$ cat src/rtl/redis_cache_pkg.sv
// Shared constants and types for the redis cache block and its command arbiter.
package redis_cache_pkg;

    localparam int DEF_NUM_REQ     = 4;
    localparam int DEF_KEY_WIDTH   = 64;
    localparam int DEF_VALUE_WIDTH = 64;
    localparam int DEF_TTL_WIDTH   = 32;
    localparam int DEF_CMD_WIDTH   = 8;

    localparam logic [7:0] CMD_GET = 8'h01;
    localparam logic [7:0] CMD_SET = 8'h02;
    localparam logic [7:0] CMD_DEL = 8'h03;

    typedef enum logic [1:0] {
        ARB_IDLE      = 2'd0,
        ARB_ISSUE     = 2'd1,
        ARB_WAIT_RESP = 2'd2,
        ARB_DELIVER   = 2'd3
    } arb_state_e;

endpackage

$ cat src/rtl/redis_cmd_arbiter_if.sv
// Requester-side and cache-side bundle of redis_cmd_arbiter.
// slave = arbiter view, master = requesters plus cache view.
interface redis_cmd_arbiter_if #(
    parameter int NUM_REQ     = 4,
    parameter int KEY_WIDTH   = 64,
    parameter int VALUE_WIDTH = 64,
    parameter int TTL_WIDTH   = 32,
    parameter int CMD_WIDTH   = 8,
    parameter int ID_WIDTH    = (NUM_REQ > 1) ? $clog2(NUM_REQ) : 1
);
    logic [NUM_REQ-1:0]             req_valid;
    logic [NUM_REQ*CMD_WIDTH-1:0]   req_opcode;
    logic [NUM_REQ*KEY_WIDTH-1:0]   req_key;
    logic [NUM_REQ*VALUE_WIDTH-1:0] req_value;
    logic [NUM_REQ*TTL_WIDTH-1:0]   req_ttl;
    logic [NUM_REQ-1:0]             req_ready;
    logic [NUM_REQ-1:0]             rsp_valid;
    logic                           rsp_success;
    logic [VALUE_WIDTH-1:0]         rsp_value;
    logic [TTL_WIDTH-1:0]           rsp_ttl;
    logic [NUM_REQ-1:0]             rsp_ready;
    logic                           cache_cmd_valid;
    logic [CMD_WIDTH-1:0]           cache_cmd_opcode;
    logic [KEY_WIDTH-1:0]           cache_cmd_key;
    logic [VALUE_WIDTH-1:0]         cache_cmd_value;
    logic [TTL_WIDTH-1:0]           cache_cmd_ttl;
    logic                           cache_cmd_ready;
    logic                           cache_resp_valid;
    logic                           cache_resp_success;
    logic [VALUE_WIDTH-1:0]         cache_resp_value;
    logic [TTL_WIDTH-1:0]           cache_resp_ttl;
    logic                           cache_resp_ready;
    logic                           busy;
    logic [ID_WIDTH-1:0]            grant_id;
    logic                           timeout_pulse;

    modport slave (
        input  req_valid, req_opcode, req_key, req_value, req_ttl, rsp_ready,
               cache_cmd_ready, cache_resp_valid, cache_resp_success,
               cache_resp_value, cache_resp_ttl,
        output req_ready, rsp_valid, rsp_success, rsp_value, rsp_ttl,
               cache_cmd_valid, cache_cmd_opcode, cache_cmd_key, cache_cmd_value,
               cache_cmd_ttl, cache_resp_ready, busy, grant_id, timeout_pulse
    );

    modport master (
        output req_valid, req_opcode, req_key, req_value, req_ttl, rsp_ready,
               cache_cmd_ready, cache_resp_valid, cache_resp_success,
               cache_resp_value, cache_resp_ttl,
        input  req_ready, rsp_valid, rsp_success, rsp_value, rsp_ttl,
               cache_cmd_valid, cache_cmd_opcode, cache_cmd_key, cache_cmd_value,
               cache_cmd_ttl, cache_resp_ready, busy, grant_id, timeout_pulse
    );
endinterface

$ cat src/rtl/redis_cmd_arbiter_rr_arbiter.sv
// Combinational rotating-priority grant: first requester after last_grant wins.
module rr_arbiter #(
    parameter int NUM_REQ  = 4,
    parameter int ID_WIDTH = (NUM_REQ > 1) ? $clog2(NUM_REQ) : 1
) (
    input  logic [NUM_REQ-1:0]  req,
    input  logic [ID_WIDTH-1:0] last_grant,
    output logic [NUM_REQ-1:0]  grant,
    output logic [ID_WIDTH-1:0] grant_idx,
    output logic                any
);
    logic [ID_WIDTH-1:0] w_idx;
    logic                w_hit;

    // Scan upward from last_grant+1 with wrap, keeping the first hit only.
    always_comb begin
        grant     = {NUM_REQ{1'b0}};
        grant_idx = {ID_WIDTH{1'b0}};
        any       = 1'b0;
        w_idx     = {ID_WIDTH{1'b0}};
        w_hit     = 1'b0;
        for (int off = 1; off <= NUM_REQ; off++) begin
            w_idx        = ID_WIDTH'((int'(last_grant) + off) % NUM_REQ);
            w_hit        = req[w_idx] & ~any;
            grant[w_idx] = grant[w_idx] | w_hit;
            grant_idx    = w_hit ? w_idx : grant_idx;
            any          = any | w_hit;
        end
    end
endmodule

$ cat src/rtl/redis_cmd_arbiter.sv
// Round-robin arbiter sharing one redis_cache_top among NUM_REQ requesters.
// Optional response watchdog enabled by defining REDIS_ARB_TIMEOUT_EN.
module redis_cmd_arbiter
    import redis_cache_pkg::*;
#(
    parameter int NUM_REQ        = DEF_NUM_REQ,
    parameter int KEY_WIDTH      = DEF_KEY_WIDTH,
    parameter int VALUE_WIDTH    = DEF_VALUE_WIDTH,
    parameter int TTL_WIDTH      = DEF_TTL_WIDTH,
    parameter int CMD_WIDTH      = DEF_CMD_WIDTH,
    parameter int TIMEOUT_CYCLES = 1024
) (
    input  logic               clk,
    input  logic               rst,
    redis_cmd_arbiter_if.slave bus
);
    localparam int ID_WIDTH = (NUM_REQ > 1) ? $clog2(NUM_REQ) : 1;
    localparam logic [NUM_REQ-1:0] LSB_ONEHOT = {{(NUM_REQ-1){1'b0}}, 1'b1};

    arb_state_e             r_state, w_state_nxt;
    logic [ID_WIDTH-1:0]    r_last_grant, r_gnt_id;
    logic [CMD_WIDTH-1:0]   r_opcode;
    logic [KEY_WIDTH-1:0]   r_key;
    logic [VALUE_WIDTH-1:0] r_value;
    logic [TTL_WIDTH-1:0]   r_ttl;
    logic                   r_rsp_success;
    logic [VALUE_WIDTH-1:0] r_rsp_value;
    logic [TTL_WIDTH-1:0]   r_rsp_ttl;
    logic [NUM_REQ-1:0]     w_grant;
    logic [ID_WIDTH-1:0]    w_grant_idx;
    logic                   w_any, w_accept, w_resp_take, w_timeout;
    logic                   w_wd_expire, w_stale;

    rr_arbiter #(.NUM_REQ(NUM_REQ), .ID_WIDTH(ID_WIDTH)) u_rr (
        .req        (w_stale ? {NUM_REQ{1'b0}} : bus.req_valid),
        .last_grant (r_last_grant),
        .grant      (w_grant),
        .grant_idx  (w_grant_idx),
        .any        (w_any)
    );

    // Next-state and handshake strobes for the one-outstanding-command FSM.
    always_comb begin
        w_state_nxt = r_state;
        w_accept    = 1'b0;
        w_resp_take = 1'b0;
        w_timeout   = 1'b0;
        case (r_state)
            ARB_IDLE: begin
                if (w_any) begin
                    w_state_nxt = ARB_ISSUE;
                    w_accept    = 1'b1;
                end else begin
                    w_state_nxt = ARB_IDLE;
                end
            end
            ARB_ISSUE: begin
                if (bus.cache_cmd_ready) begin
                    w_state_nxt = ARB_WAIT_RESP;
                end else begin
                    w_state_nxt = ARB_ISSUE;
                end
            end
            ARB_WAIT_RESP: begin
                if (bus.cache_resp_valid) begin
                    w_state_nxt = ARB_DELIVER;
                    w_resp_take = 1'b1;
                end else if (w_wd_expire) begin
                    w_state_nxt = ARB_DELIVER;
                    w_timeout   = 1'b1;
                end else begin
                    w_state_nxt = ARB_WAIT_RESP;
                end
            end
            ARB_DELIVER: begin
                if (bus.rsp_ready[r_gnt_id]) begin
                    w_state_nxt = ARB_IDLE;
                end else begin
                    w_state_nxt = ARB_DELIVER;
                end
            end
            default: w_state_nxt = ARB_IDLE;
        endcase
    end

    // State, rotation pointer and latched command fields.
    always_ff @(posedge clk) begin
        if (rst) begin
            r_state      <= ARB_IDLE;
            r_last_grant <= ID_WIDTH'(NUM_REQ - 1);
            r_gnt_id     <= {ID_WIDTH{1'b0}};
            r_opcode     <= {CMD_WIDTH{1'b0}};
            r_key        <= {KEY_WIDTH{1'b0}};
            r_value      <= {VALUE_WIDTH{1'b0}};
            r_ttl        <= {TTL_WIDTH{1'b0}};
        end else begin
            r_state <= w_state_nxt;
            if (w_accept) begin
                r_last_grant <= w_grant_idx;
                r_gnt_id     <= w_grant_idx;
                r_opcode     <= bus.req_opcode[int'(w_grant_idx)*CMD_WIDTH +: CMD_WIDTH];
                r_key        <= bus.req_key[int'(w_grant_idx)*KEY_WIDTH +: KEY_WIDTH];
                r_value      <= bus.req_value[int'(w_grant_idx)*VALUE_WIDTH +: VALUE_WIDTH];
                r_ttl        <= bus.req_ttl[int'(w_grant_idx)*TTL_WIDTH +: TTL_WIDTH];
            end
        end
    end

    // Latched response; a watchdog expiry delivers an all-zero failure.
    always_ff @(posedge clk) begin
        if (rst || w_timeout) begin
            r_rsp_success <= 1'b0;
            r_rsp_value   <= {VALUE_WIDTH{1'b0}};
            r_rsp_ttl     <= {TTL_WIDTH{1'b0}};
        end else if (w_resp_take) begin
            r_rsp_success <= bus.cache_resp_success;
            r_rsp_value   <= bus.cache_resp_value;
            r_rsp_ttl     <= bus.cache_resp_ttl;
        end
    end

`ifdef REDIS_ARB_TIMEOUT_EN
    localparam int CNT_W = $clog2(TIMEOUT_CYCLES + 1);
    logic [CNT_W-1:0] r_wd_cnt;
    logic             r_stale, r_timeout_pulse;

    assign w_wd_expire       = (r_wd_cnt == CNT_W'(TIMEOUT_CYCLES - 1));
    assign w_stale           = r_stale;
    assign bus.timeout_pulse = r_timeout_pulse;

    // Watchdog counts WAIT_RESP cycles; stale marks a late response still owed by the cache.
    always_ff @(posedge clk) begin
        if (rst) begin
            r_wd_cnt        <= {CNT_W{1'b0}};
            r_stale         <= 1'b0;
            r_timeout_pulse <= 1'b0;
        end else begin
            r_timeout_pulse <= w_timeout;
            r_wd_cnt        <= (r_state == ARB_WAIT_RESP) ? r_wd_cnt + CNT_W'(1) : {CNT_W{1'b0}};
            if (w_timeout) begin
                r_stale <= 1'b1;
            end else if (r_stale && bus.cache_resp_valid) begin
                r_stale <= 1'b0;
            end
        end
    end
`else
    assign w_wd_expire       = 1'b0;
    assign w_stale           = 1'b0;
    assign bus.timeout_pulse = 1'b0;
`endif

    assign bus.req_ready        = w_accept ? w_grant : {NUM_REQ{1'b0}};
    assign bus.cache_cmd_valid  = (r_state == ARB_ISSUE);
    assign bus.cache_cmd_opcode = r_opcode;
    assign bus.cache_cmd_key    = r_key;
    assign bus.cache_cmd_value  = r_value;
    assign bus.cache_cmd_ttl    = r_ttl;
    assign bus.cache_resp_ready = (r_state == ARB_WAIT_RESP) | w_stale;
    assign bus.rsp_valid        = (r_state == ARB_DELIVER) ? (LSB_ONEHOT << r_gnt_id)
                                                           : {NUM_REQ{1'b0}};
    assign bus.rsp_success      = r_rsp_success;
    assign bus.rsp_value        = r_rsp_value;
    assign bus.rsp_ttl          = r_rsp_ttl;
    assign bus.busy             = (r_state != ARB_IDLE);
    assign bus.grant_id         = r_gnt_id;
endmodule

$ cat src/flat_wrapper.sv
// flat-port wrapper written by rule: the top's interface ports become plain ports
module redis_cmd_arbiter_flat import redis_cache_pkg::*;
#(
    parameter int NUM_REQ        = DEF_NUM_REQ,
    parameter int KEY_WIDTH      = DEF_KEY_WIDTH,
    parameter int VALUE_WIDTH    = DEF_VALUE_WIDTH,
    parameter int TTL_WIDTH      = DEF_TTL_WIDTH,
    parameter int CMD_WIDTH      = DEF_CMD_WIDTH,
    parameter int TIMEOUT_CYCLES = 1024
)
  (clk, rst, bus_req_valid, bus_req_opcode, bus_req_key, bus_req_value, bus_req_ttl, bus_rsp_ready, bus_cache_cmd_ready, bus_cache_resp_valid, bus_cache_resp_success, bus_cache_resp_value, bus_cache_resp_ttl, bus_req_ready, bus_rsp_valid, bus_rsp_success, bus_rsp_value, bus_rsp_ttl, bus_cache_cmd_valid, bus_cache_cmd_opcode, bus_cache_cmd_key, bus_cache_cmd_value, bus_cache_cmd_ttl, bus_cache_resp_ready, bus_busy, bus_grant_id, bus_timeout_pulse);
  redis_cmd_arbiter_if #(.NUM_REQ(NUM_REQ), .KEY_WIDTH(KEY_WIDTH), .VALUE_WIDTH(VALUE_WIDTH), .TTL_WIDTH(TTL_WIDTH), .CMD_WIDTH(CMD_WIDTH)) bus_i ();
  input  logic clk;
  input  logic rst;
  input wire logic [$bits(bus_i.req_valid)-1:0] bus_req_valid;
  input wire logic [$bits(bus_i.req_opcode)-1:0] bus_req_opcode;
  input wire logic [$bits(bus_i.req_key)-1:0] bus_req_key;
  input wire logic [$bits(bus_i.req_value)-1:0] bus_req_value;
  input wire logic [$bits(bus_i.req_ttl)-1:0] bus_req_ttl;
  input wire logic [$bits(bus_i.rsp_ready)-1:0] bus_rsp_ready;
  input wire logic [$bits(bus_i.cache_cmd_ready)-1:0] bus_cache_cmd_ready;
  input wire logic [$bits(bus_i.cache_resp_valid)-1:0] bus_cache_resp_valid;
  input wire logic [$bits(bus_i.cache_resp_success)-1:0] bus_cache_resp_success;
  input wire logic [$bits(bus_i.cache_resp_value)-1:0] bus_cache_resp_value;
  input wire logic [$bits(bus_i.cache_resp_ttl)-1:0] bus_cache_resp_ttl;
  output wire logic [$bits(bus_i.req_ready)-1:0] bus_req_ready;
  output wire logic [$bits(bus_i.rsp_valid)-1:0] bus_rsp_valid;
  output wire logic [$bits(bus_i.rsp_success)-1:0] bus_rsp_success;
  output wire logic [$bits(bus_i.rsp_value)-1:0] bus_rsp_value;
  output wire logic [$bits(bus_i.rsp_ttl)-1:0] bus_rsp_ttl;
  output wire logic [$bits(bus_i.cache_cmd_valid)-1:0] bus_cache_cmd_valid;
  output wire logic [$bits(bus_i.cache_cmd_opcode)-1:0] bus_cache_cmd_opcode;
  output wire logic [$bits(bus_i.cache_cmd_key)-1:0] bus_cache_cmd_key;
  output wire logic [$bits(bus_i.cache_cmd_value)-1:0] bus_cache_cmd_value;
  output wire logic [$bits(bus_i.cache_cmd_ttl)-1:0] bus_cache_cmd_ttl;
  output wire logic [$bits(bus_i.cache_resp_ready)-1:0] bus_cache_resp_ready;
  output wire logic [$bits(bus_i.busy)-1:0] bus_busy;
  output wire logic [$bits(bus_i.grant_id)-1:0] bus_grant_id;
  output wire logic [$bits(bus_i.timeout_pulse)-1:0] bus_timeout_pulse;
  assign bus_i.req_valid = bus_req_valid;
  assign bus_i.req_opcode = bus_req_opcode;
  assign bus_i.req_key = bus_req_key;
  assign bus_i.req_value = bus_req_value;
  assign bus_i.req_ttl = bus_req_ttl;
  assign bus_i.rsp_ready = bus_rsp_ready;
  assign bus_i.cache_cmd_ready = bus_cache_cmd_ready;
  assign bus_i.cache_resp_valid = bus_cache_resp_valid;
  assign bus_i.cache_resp_success = bus_cache_resp_success;
  assign bus_i.cache_resp_value = bus_cache_resp_value;
  assign bus_i.cache_resp_ttl = bus_cache_resp_ttl;
  assign bus_req_ready = bus_i.req_ready;
  assign bus_rsp_valid = bus_i.rsp_valid;
  assign bus_rsp_success = bus_i.rsp_success;
  assign bus_rsp_value = bus_i.rsp_value;
  assign bus_rsp_ttl = bus_i.rsp_ttl;
  assign bus_cache_cmd_valid = bus_i.cache_cmd_valid;
  assign bus_cache_cmd_opcode = bus_i.cache_cmd_opcode;
  assign bus_cache_cmd_key = bus_i.cache_cmd_key;
  assign bus_cache_cmd_value = bus_i.cache_cmd_value;
  assign bus_cache_cmd_ttl = bus_i.cache_cmd_ttl;
  assign bus_cache_resp_ready = bus_i.cache_resp_ready;
  assign bus_busy = bus_i.busy;
  assign bus_grant_id = bus_i.grant_id;
  assign bus_timeout_pulse = bus_i.timeout_pulse;
  redis_cmd_arbiter #(.NUM_REQ(NUM_REQ), .KEY_WIDTH(KEY_WIDTH), .VALUE_WIDTH(VALUE_WIDTH), .TTL_WIDTH(TTL_WIDTH), .CMD_WIDTH(CMD_WIDTH), .TIMEOUT_CYCLES(TIMEOUT_CYCLES)) u_core (.clk(clk), .rst(rst), .bus(bus_i));
endmodule
$ cat config.mk
export PLATFORM = sky130hd
export DESIGN_NAME = redis_cmd_arbiter_flat
export DESIGN_NICKNAME = d
export VERILOG_FILES = /design/src/rtl/redis_cache_pkg.sv /design/src/rtl/redis_cmd_arbiter_if.sv /design/src/rtl/redis_cmd_arbiter_rr_arbiter.sv /design/src/rtl/redis_cmd_arbiter.sv /design/src/flat_wrapper.sv
export SDC_FILE = /design/constraint.sdc
export NUM_CORES = 1
export LEC_CHECK = 0
export CORE_AREA = 8 8 404 406
export CTS_CLUSTER_SIZE = 20
export DETAILED_ROUTE_END_ITERATION = 8
export DIE_AREA = 0 0 412 414
export SLEW_MARGIN = 20
export SYNTH_ARGS = -nofsm -noshare
export SYNTH_HDL_FRONTEND = slang
export SYNTH_SLANG_ARGS = --single-unit
$ cat constraint.sdc
create_clock -name clk -period 5.05 [get_ports clk]
set_input_delay 1.01 -clock clk [delete_from_list [all_inputs] [get_ports clk]]
set_output_delay 1.01 -clock clk [all_outputs]
set_load 0.01 [all_outputs]
== After elaboration in Yosys (flattened, before gate mapping) ==
Index checks and enable logic that the tools add are counted.
Storage, ports and cells
  flip-flop bits (word level): 271
  bits of input ports: 781
  output and inout bits: 279
  word-level logic and storage cells: 95
Operators by class
  add/sub/neg operators: 4
  magnitude comparators: 9
  equality and inequality tests: 3
  shift-type cells: 5
  mux-type cells: 44
  bitwise logic cells: 14
  reductions and logical operators: 6
Operator list (count)
  indexed part select 256 x 9 -> 64 bit: 2
  indexed part select 128 x 8 -> 32 bit: 1
  indexed part select 32 x 6 -> 8 bit: 1
  two-way mux 1 bit: 19
  binary-select mux 1 bit (select 2 bit): 9
  less-than comparator 2 x 3 -> 1 bit, second input constant: 5
  bitwise mux 4 bit: 3
  two-way mux 2 bit: 6
  demux 1 bit (select 2 bit): 4
  greater-or-equal comparator 2 x 1 -> 1 bit, second input constant: 4
  two-way mux 4 bit: 2
  case mux 2 bit (4 select lines): 1
  bitwise OR 1 bit: 7
  adder 2 x 1 -> 2 bit, second input constant: 2
  adder 2 bit, second input constant: 2
  AND 4 bit: 1
  == test 2 bit, second input constant: 2
  logical AND 1 bit: 4
  left shift 1 x 2 -> 4 bit, first input constant: 1
  AND 1 bit: 3
  inverter 1 bit: 3
  == test 2 x 1 -> 1 bit, second input constant: 1
  zero test 2 bit: 1
  nonzero test 2 bit: 1

== Longest topological paths before layout ==
  depth after elaboration: 19
  depth in mapped cells: 13
  gate-level depth less buffers: 8

== Hierarchy ==
From an unflattened synthesis, not the netlist that was laid out.
Second synthesis, totals
  cells, all modules: 1156
  area total of the unflattened synthesis: 13518.0 um^2
Modules (own cells, without submodules)
  redis_cmd_arbiter: times used 1, cells each 1049, area each 12727.2 um^2, seq. area each 5425.2 um^2
  rr_arbiter: times used 1, cells each 107, area each 790.8 um^2, seq. area each 0.0 um^2

== Least setup slack after synthesis ==
No wires, ideal clock.
  path kind: reg-to-output
  start: register u_core.r_last_grant[0]
  end: output bus_req_ready[0]
  arrival time: 3.140 ns
  required time: 4.040 ns
  path slack: 0.900 ns
  cell stages (with the launch flop): 12
  buffers on the path: 3
  cells stage by stage: dfxtp_1 buf_4 clkbuf_1 inv_1 ha_1 mux4_2 buf_4 mux2_2 a21oi_1 o32ai_1 nor2_1 a211oi_1
Between the ends
  cells in the longest elaborated chain, start to end: 19
Ends and longest elaborated chain
  start: declaration: line redis_cmd_arbiter.sv:21  | logic [ID_WIDTH-1:0] r_last_grant, r_gnt_id;
  start signal: assignment: line redis_cmd_arbiter.sv:90  | r_last_grant <= ID_WIDTH'(NUM_REQ - 1);
  start signal: assignment: line redis_cmd_arbiter.sv:99  | r_last_grant <= w_grant_idx;
  adder 2 x 1 -> 2 bit: line redis_cmd_arbiter_rr_arbiter.sv:23  | w_idx = ID_WIDTH'((int'(last_grant) + off) % NUM_REQ);
  less-than comparator 2 x 3 -> 1 bit (not written as such) or greater-or-equal comparator 2 x 1 -> 1 bit (tied branches): line redis_cmd_arbiter_rr_arbiter.sv:25  | grant[w_idx] = grant[w_idx] | w_hit;
  logical AND 1 bit (not written as such): line redis_cmd_arbiter_rr_arbiter.sv:25
  two-way mux 1 bit (not written as such): line redis_cmd_arbiter_rr_arbiter.sv:25
  demux 1 bit (select 2 bit): line redis_cmd_arbiter_rr_arbiter.sv:25
  AND 4 bit (no source line)
  binary-select mux 1 bit (select 2 bit): line redis_cmd_arbiter_rr_arbiter.sv:25
  two-way mux 1 bit (not written as such): line redis_cmd_arbiter_rr_arbiter.sv:25
  [3 not listed]
  two-way mux 1 bit (not written as such): line redis_cmd_arbiter_rr_arbiter.sv:25
  bitwise OR 1 bit: line redis_cmd_arbiter_rr_arbiter.sv:25
  bitwise mux 4 bit: line redis_cmd_arbiter_rr_arbiter.sv:25
  binary-select mux 1 bit (select 2 bit): line redis_cmd_arbiter_rr_arbiter.sv:25
  two-way mux 1 bit (not written as such): line redis_cmd_arbiter_rr_arbiter.sv:25
  bitwise OR 1 bit: line redis_cmd_arbiter_rr_arbiter.sv:25
  bitwise mux 4 bit: line redis_cmd_arbiter_rr_arbiter.sv:25
  two-way mux 4 bit (*): line redis_cmd_arbiter.sv:153  | assign bus.req_ready = w_accept ? w_grant : {NUM_REQ{1'b0}};
  end: declaration: line flat_wrapper.sv:26  | output wire logic [$bits(bus_i.req_ready)-1:0] bus_req_ready;
Mark *: on every way between the ends. The rest lies on a longest branch, timed or not. The select of a mux whose other input is x is not followed.

== Final worst setup path ==
  start: input bus_req_valid[2]
  end: output bus_req_ready[3]
Between the ends
  cells in the longest elaborated chain, start to end: 17
Ends and longest elaborated chain
  start: declaration: line flat_wrapper.sv:15  | input wire logic [$bits(bus_i.req_valid)-1:0] bus_req_valid;
  binary-select mux 1 bit (select 2 bit): line redis_cmd_arbiter_rr_arbiter.sv:24  | w_hit = req[w_idx] & ~any;
  two-way mux 1 bit (not written as such): line redis_cmd_arbiter_rr_arbiter.sv:24
  bitwise OR 1 bit: line redis_cmd_arbiter_rr_arbiter.sv:25
  AND 4 bit (no source line)
  binary-select mux 1 bit (select 2 bit): line redis_cmd_arbiter_rr_arbiter.sv:25
  two-way mux 1 bit (not written as such): line redis_cmd_arbiter_rr_arbiter.sv:25
  bitwise OR 1 bit: line redis_cmd_arbiter_rr_arbiter.sv:25
  bitwise mux 4 bit: line redis_cmd_arbiter_rr_arbiter.sv:25
  binary-select mux 1 bit (select 2 bit): line redis_cmd_arbiter_rr_arbiter.sv:25
  two-way mux 1 bit (not written as such): line redis_cmd_arbiter_rr_arbiter.sv:25
  bitwise OR 1 bit: line redis_cmd_arbiter_rr_arbiter.sv:25
  bitwise mux 4 bit: line redis_cmd_arbiter_rr_arbiter.sv:25
  binary-select mux 1 bit (select 2 bit): line redis_cmd_arbiter_rr_arbiter.sv:25
  two-way mux 1 bit (not written as such): line redis_cmd_arbiter_rr_arbiter.sv:25
  bitwise OR 1 bit: line redis_cmd_arbiter_rr_arbiter.sv:25
  bitwise mux 4 bit: line redis_cmd_arbiter_rr_arbiter.sv:25
  two-way mux 4 bit (*): line redis_cmd_arbiter.sv:153
Marked as above.

==> results <==
## timing repair
item / CTS / global route
setup endpoints to repair: 0 / 4
hold endpoints to repair: 0 / 0
resized for setup: 0 / 5
## state kept, by name (all words and copies together), names as in the netlist
name / count
u_core.bus.cache_cmd_key: 64
u_core.bus.cache_cmd_value: 64
u_core.bus.rsp_value: 64
u_core.bus.cache_cmd_ttl: 32
u_core.bus.rsp_ttl: 32
u_core.bus.cache_cmd_opcode: 8
u_core.bus.grant_id: 2
u_core.r_last_grant: 2
u_core.r_state: 2
u_core.bus.rsp_success: 1
## where the power goes
part	total [mW]	switching (mW)	internal (mW)
Sequential	2.89	0.270	2.62
Combinational	7.23	3.56	3.67
Clock	2.88	1.22	1.66
Total	13.0	5.05	7.95
## logic make-up after synthesis
logic type	count (synthesis)	synth area share
other	1	0.000239
AOI/OAI and AO/OA	304	0.103
buffers and inverters	160	0.0574
muxes	515	0.346
DFF	271	0.345
and+or+nand+nor	419	0.144
adders and majority gates	4	0.00318
## worst max-delay path: cells and delay by family
kind,cells,cell delay (ps)
compound gates,4,1020
buf+inv,2,1060
mux,2,840
## through the flow
step                      cell area [µm²]  setup slack, ps  utilization  hold slack [ps]  setup TNS (ps)
after floorplan                     15700              900            -              481               0
after global placement              28600             81.8        0.182              442               0
after detailed placement            28600              116        0.182              446               0
after CTS                           29900             85.7        0.190              454               0
after global routing                30000            -58.9        0.191              466            -125
final                               30000              120        0.191              452               0
## layout make-up
class / count / area, µm²
clock inverter: 16 / 158
multi-input combinational: 1243 / 9450
sequential: 271 / 5430
fill: 17500 / 127000
inverter: 7 / 26.3
clock buffer: 56 / 1150
tap: 2072 / 2590
antenna: 13 / 32.5
timing repair buffer: 1117 / 11200
## cell usage in the layout (no fill, tap or decap), drive strengths merged, types with 3 or more instances in the layout
| cell type | n |
|---|---|
| clkdlybuf4s50 | 1056 |
| mux2i | 339 |
| dfxtp | 271 |
| nand2 | 205 |
| o21ai | 171 |
| mux2 | 170 |
| nand3b | 168 |
| a21oi | 105 |
| buf | 59 |
| clkbuf | 57 |
| nor2 | 20 |
| diode | 13 |
| inv | 12 |
| a211oi | 9 |
| clkinv | 8 |
| mux4 | 6 |
| nor2b | 5 |
| nor3 | 5 |
| ha | 4 |
| a211o | 3 |
| nand2b | 3 |
| or2 | 3 |
## final timing paths
path                       startpoint                            to  slack (ps)
min          u_core.bus.rsp_value[17]      u_core.bus.rsp_value[17]         450
min reg2reg  u_core.bus.rsp_value[17]      u_core.bus.rsp_value[17]         450
max                  bus_req_valid[2]              bus_req_ready[3]         120
max reg2reg    u_core.r_last_grant[0]  u_core.bus.cache_cmd_key[29]        1640
## routing by layer
layer,track usage,up-vias
met5,0,-
met4,0.0322,22
met3,0.0459,130
met2,0.207,722
met1,0.137,8190
li1,-,8023
==> results.cfg <==
[logic_synthesis]
yosys.area.top_type_share = 0.345
synth_top_area_cell = dfxtp_1
ys_ff_latch = 271
synthesis.area_um2 = 15700
synth_edf_count = 0
ys_types = 50
yosysWarnings = 0
synth_area_leaders = dfxtp_1 35%, mux2i_1 22%, mux2_2 12%
synth_nets = 2459
async_flop_share = 0
postSynthCellCount = 1674
seq_area_frac_synth = 0.345
ys.flop_type = dfxtp_1
yosysMostFrequentCell = mux2i_1
synth_common_cells = 339 x mux2i_1, 271 x dfxtp_1, 205 x nand2_1
synth.avg_cell_area_um2 = 9.39

[drt]
drc = 0
route.met2.wl_mm = 52.9
vias = 17100
drtPass1Iterations = 5
top_layer = met5
wl_mm = 108
antenna_left = 0
initialDrtViolationCount = 890
wl_met1_mm = 42.2
met3_wirelength_mm = 10.5
avgViaCountPerCell = 3.56
wl_per_cell_um = 22.6

[layout]
final_cells = 4795
drive_gt1_frac = 0.115
syn2layout_area_growth_pct = 90.7
layout.nets = 3465

[place]
port_buffers = 1058
place_hpwl_mm = 89.7
placed_cells = 4710
gp_congestion = 0.860

[clock_network]
postCtsHoldBufs = 0
cts_made_buffers = 40
cts_root_buf = clkbuf_16
cts.clk_slew.worst_paths_ps = 50
clockBufferDepth = 3
clk_latency_ps = 600
htree_num_levels = 2
post_cts_buffers = 0
cts_tree = done
cts.sinks = 271

[worst_setup_path]
critPathCaptureType = primary output
cp_max_fo = 7
cp.required_ps = 4040
worstPathCellList = clkdlybuf4s50_1 > mux4_2 > mux2_2 > a21oi_1 > a221oi_1 > o22ai_2 > a211oi_1 > clkdlybuf4s50_1
crit_type = primary input to primary output
r2r_cells = 11
start_kind = primary input
cp_common_cell = clkdlybuf4s50_1
slowest_stage = clkdlybuf4s50_1
arrival_ps = 3920
max_stage_delay_ps = 610

[power]
irDropWorstVdd_uv = 259
power_density_nw_per_um2 = 433
finalPower_mw = 13.0
p_leak_nw = 11.3

[hold_path]
hold_class = register to register
min_path_cells = 2

[die]
design.die.area_um2 = 171000
io_pins = 1060
core-area_um2 = 157000
fp-row-count = 146
die_y_um = 414
die_w_um = 412
start_util = 0.100

[timing]
finalHoldViolations = 0
skew_ps = 13.9
setup_viol = 0
relSlewSlack = 0.346
finalCritPeriodShare = 0.976
fmax_mhz = 203
min_period_ps = 4930
tightest_slew_ps = 980
drv_slew = 0

[run]
max_cap_viol_count = 0

[grt]
grt_overflow = 0
grt_pass1_wl_mm = 146
grt_pass1_vias = 17800
grt_use_total = 0.119
antenna_found_initial = 39
grt_max_degree = 128

[outcome]
outcome = complete, no violations
(Power assumes the default switching activity.)
